===== src/rtl/datapath_state_registers.sv =====
// datapath_state_registers: PC, IR and ALU result registers plus the ALU B-operand select

// flop_enable_reset: register with load enable and asynchronous active-high clear
module flop_enable_reset #(
    parameter int WIDTH = 16
) (
    input  logic             clock,
    input  logic             reset,
    input  logic             enable,
    input  logic [WIDTH-1:0] d,
    output logic [WIDTH-1:0] q
);
    // reset clears at once; otherwise load on enabled rising edges and hold between them
    always_ff @(posedge clock or posedge reset)
        if (reset) q <= '0;
        else if (enable) q <= d;
endmodule

// flop_reset: register loading every cycle with asynchronous active-high clear
module flop_reset #(
    parameter int WIDTH = 16
) (
    input  logic             clock,
    input  logic             reset,
    input  logic [WIDTH-1:0] d,
    output logic [WIDTH-1:0] q
);
    // reset clears at once; otherwise capture d on every rising edge
    always_ff @(posedge clock or posedge reset)
        if (reset) q <= '0;
        else q <= d;
endmodule

// mux2: combinational two-input select; an unknown select yields unknown bits
module mux2 #(
    parameter int WIDTH = 16
) (
    input  logic [WIDTH-1:0] d0,
    input  logic [WIDTH-1:0] d1,
    input  logic             select,
    output logic [WIDTH-1:0] y
);
    assign y = select ? d1 : d0;
endmodule

module datapath_state_registers #(
    parameter int               WIDTH      = 16,
    parameter logic [WIDTH-1:0] B_CONSTANT = WIDTH'(1)
) (
    input  logic             clock,
    input  logic             reset,
    input  logic             program_counter_write_enable,
    input  logic [WIDTH-1:0] next_program_counter,
    input  logic             instruction_write_enable,
    input  logic [WIDTH-1:0] memory_read_data,
    input  logic [WIDTH-1:0] alu_d,
    input  logic [WIDTH-1:0] destination,
    input  logic             alu_b_select,
    output logic [WIDTH-1:0] program_counter,
    output logic [WIDTH-1:0] instruction,
    output logic [WIDTH-1:0] result,
    output logic [WIDTH-1:0] alu_b
);
    flop_enable_reset #(.WIDTH(WIDTH)) pc_reg (
        .clock (clock),
        .reset (reset),
        .enable(program_counter_write_enable),
        .d     (next_program_counter),
        .q     (program_counter)
    );

    flop_enable_reset #(.WIDTH(WIDTH)) ir_reg (
        .clock (clock),
        .reset (reset),
        .enable(instruction_write_enable),
        .d     (memory_read_data),
        .q     (instruction)
    );

    flop_reset #(.WIDTH(WIDTH)) result_reg (
        .clock(clock),
        .reset(reset),
        .d    (alu_d),
        .q    (result)
    );

    mux2 #(.WIDTH(WIDTH)) b_mux (
        .d0    (destination),
        .d1    (B_CONSTANT),
        .select(alu_b_select),
        .y     (alu_b)
    );
endmodule


===== config.mk =====
export PLATFORM = sky130hd
export DESIGN_NAME = datapath_state_registers
export DESIGN_NICKNAME = d
export VERILOG_FILES = /design/src/rtl/datapath_state_registers.sv
export SDC_FILE = /design/constraint.sdc
export NUM_CORES = 1
export LEC_CHECK = 0
export ABC_AREA = 1
export BUFFER_PORTS_ARGS = -buffer_cell sky130_fd_sc_hd__buf_2
export CAP_MARGIN = 20
export CORE_AREA = 2 2 71 80
export CTS_CLUSTER_DIAMETER = 200
export DETAILED_ROUTE_END_ITERATION = 10
export DIE_AREA = 0 0 73 82
export MAX_ROUTING_LAYER = met4
export PLACE_DENSITY_LB_ADDON = 0.1
export SLEW_MARGIN = 10
export SYNTH_ARGS = -nofsm -noshare
export SYNTH_HDL_FRONTEND = slang
export SYNTH_SLANG_ARGS = --single-unit

===== constraint.sdc =====
create_clock -name clock -period 1.3 [get_ports clock]
set_input_delay 0.13 -clock clock [delete_from_list [all_inputs] [get_ports clock]]
set_output_delay 0.13 -clock clock [all_outputs]
set_load 0.05 [all_outputs]

==> flow_metrics.tcl <==
set metrics [dict create \
    crit_family "flip-flops" \
    io_buffers 132 \
    min_path_cells 3 \
    cp.arrival_ns 0.94 \
    post-cts-setup-buffer-count 0 \
    crit_path_end_kind "output pin" \
    grt_pass1_vias 1482 \
    crit_buf_inv 1 \
    worst-path-stages 1 \
    yosysUniqueCellTypes 12 \
    setup_tns_ns 0 \
    cts_tree "yes" \
    synth_most_common_cell "nand2_1" \
    total_power_mw 3.70 \
    crit_chain "buf_2" \
    p_leak_nw 1.66 \
    crit_slowest_cell "dfrtp_1" \
    hp-class "in -> reg" \
    area_delta_synth_final_pct 53.3 \
    drc 0 \
    worst_slew_pin_slew_ns 0.370 \
    drt_pass1_iterations 4 \
    ys_seq_area_frac 0.670 \
    period_share 0.824 \
    rr_worst_depth 2 \
    grtUsageTotal 0.150 \
    post_drt_wl_per_cell_um 11.3 \
    pwr-share-seq 0.447 \
    drive_gt1_frac 0.442 \
    critical_path_class "reg -> out" \
    comb_power_share 0.264 \
    antenna_found_initial 0 \
    synthTopCellsByCount "nand2_1, dfrtp_1, inv_1" \
    p_int_mw 2.44 \
    insertedDiodeCount 0 \
    syn_inst 185 \
    ys_seq_elements 48 \
    drv_slew 0 \
    clockBufferDepth 2 \
    multi_input_area_um2 430 \
    cts.sinks 48 \
    synthArstFlopShare 1.00 \
    layoutNonFillerInstCount 397 \
    synth.avg_cell_area_um2 9.69 \
    ys.flop_type "dfrtp_1" \
    cts_max_level 2 \
    hpwlAfterDp_um 3320 \
    cts.reportedPaths.clkPinSlew_ns 0.09 \
    vias 1611 \
    grt_pass1_wl_um 6690 \
    worst_ep_required_time_ns 1.17 \
    finalSetupViolCount 0 \
    nets 405 \
    gp_congestion 0.752 \
    yosysTopAreaCell "dfrtp_1" \
    io_pins 133 \
    row_count 28 \
    die_h_um 82 \
    powerDensity_mw_per_mm2 1350 \
    pwr-share-clk 0.289 \
    rsz0062_at_grt "no" \
    ir_drop_v 0.000826 \
    die_w_um 73 \
    relSlewSlack 0.754 \
    synth_edf_count 0 \
    worst_setup_path_start_kind "flop" \
    cts_buffers 5 \
    p_sw_frac 0.341 \
    finalHoldViolations 0 \
    gr-total-overflow 0 \
    max-cap-violations 0 \
    fmax_ghz 0.934 \
    drtIter0Drc 30 \
    root_buffer "clkbuf_8" \
    viasPerCell 4.06 \
    yosysTopAreaCellShare 0.670 \
    die-area_mm2 0.00599 \
    yosys-top-cells-area "dfrtp_1, nand2_1, inv_1, nor2_1, buf_6" \
    fill_cells 513 \
    seq_area_mm2 0.00120 \
    route.antenna.remaining_nets 0 \
    post-place-cells 372 \
    syn_nets 254 \
    rrSetupSlack_ns 0.69 \
    status "finished clean" \
    p_sw_mw 1.26 \
    synth-warning-count 0 \
    grt_max_degree 27 \
    initial_core_util 0.343 \
    cp_max_fo 2 \
    max_stage_delay_ns 0.36 \
    clock_latency_ns 0.29 \
    coreArea_mm2 0.00522 \
    synth_area_mm2 0.00179 \
    skew_ns 0 \
    fin_crit_ns 1.07 \
    routed_wl_um 4470 \
]
[cells in the final DEF (no fill, tap or decap)]
master         count
clkinv_4           2
buf_2            132
buf_4              2
nor2_1            15
or2_2              1
inv_6              1
inv_1             15
inv_8              1
dfrtp_1           48
bufinv_16          1
nand2_2            3
nand2_1           93
inv_2              1
dlygate4sd3_1     17
clkbuf_8           5
[path summary, 6_finish.rpt]
check | from | endpoint
worst max-delay path | pc_reg.q[11] | program_counter[11]
worst min-delay path | memory_read_data[15] | ir_reg.q[15]
worst max register to register | ir_reg.q[3] | ir_reg.q[3]
worst min register to register | pc_reg.q[15] | pc_reg.q[15]
max in group asynchronous | reset | ir_reg.q[15]
min in group asynchronous | reset | pc_reg.q[11]
[per-stage QoR]
step | hold slack (ns) | cell area [um2] | setup WS, ns | util
finish | 0.0267 | 2750 | 0.229 | 0.527
detailed placement | 0.205 | 2460 | 0.339 | 0.472
global placement | 0.192 | 2460 | 0.339 | 0.472
floorplan | 0.161 | 1790 | 0.0255 | -
global route | 0.0116 | 2750 | 0.175 | 0.527
CTS | 0.0140 | 2750 | 0.212 | 0.527
[flip-flops by register name, indices dropped and copies added, names as in the netlist]
signal / count
pc_reg.q: 16
result_reg.q: 16
ir_reg.q: 16
[power by group through the flow]
stage	clock network, mW	registers (mW)	logic [mW]
2_1_floorplan	0	2.09	0.267
6_report	1.07	1.66	0.976
3_3_place_gp	0	1.68	0.943
3_5_place_dp	0	1.69	0.947
5_1_grt	1.18	1.67	1.04
4_1_cts	1.12	1.66	0.987
[routing by layer]
metal  routed length [um]  global-route usage
met4                   60              0.0444
met2                 2270               0.254
met5                    0                   -
met1                 1840               0.170
met3                  301              0.0442
[layout make-up]
type | instances | share of cell area
flip-flops and latches | 48 | 0.437
repair buffers | 151 | 0.308
multi-input cells | 112 | 0.157
inverters | 18 | 0.0291
well taps | 60 | 0.0273
clock buffers | 5 | 0.0250
clock inverters | 3 | 0.0173
[worst min-delay path: cells and delay by family]
family / cells / cell delay (ns)
buffers and inverters: 1 / 0.07
and+or+nand+nor: 2 / 0.09
[logic make-up (layout without fill, tap and decap cells)]
logic type / count (synthesis) / after routing / share of synthesized area
flops: 48 / 48 / 0.670
simple gates: 112 / 112 / 0.240
buf+inv: 25 / 177 / 0.0900
[what timing repair did]
item                       in CTS  in global routing
resized for setup               0                  0
hold endpoints to repair       64                  0
setup endpoints to repair       0                  0
hold buffers                   17                  0
No activity file was read; power rests on OpenSTA's default activity.
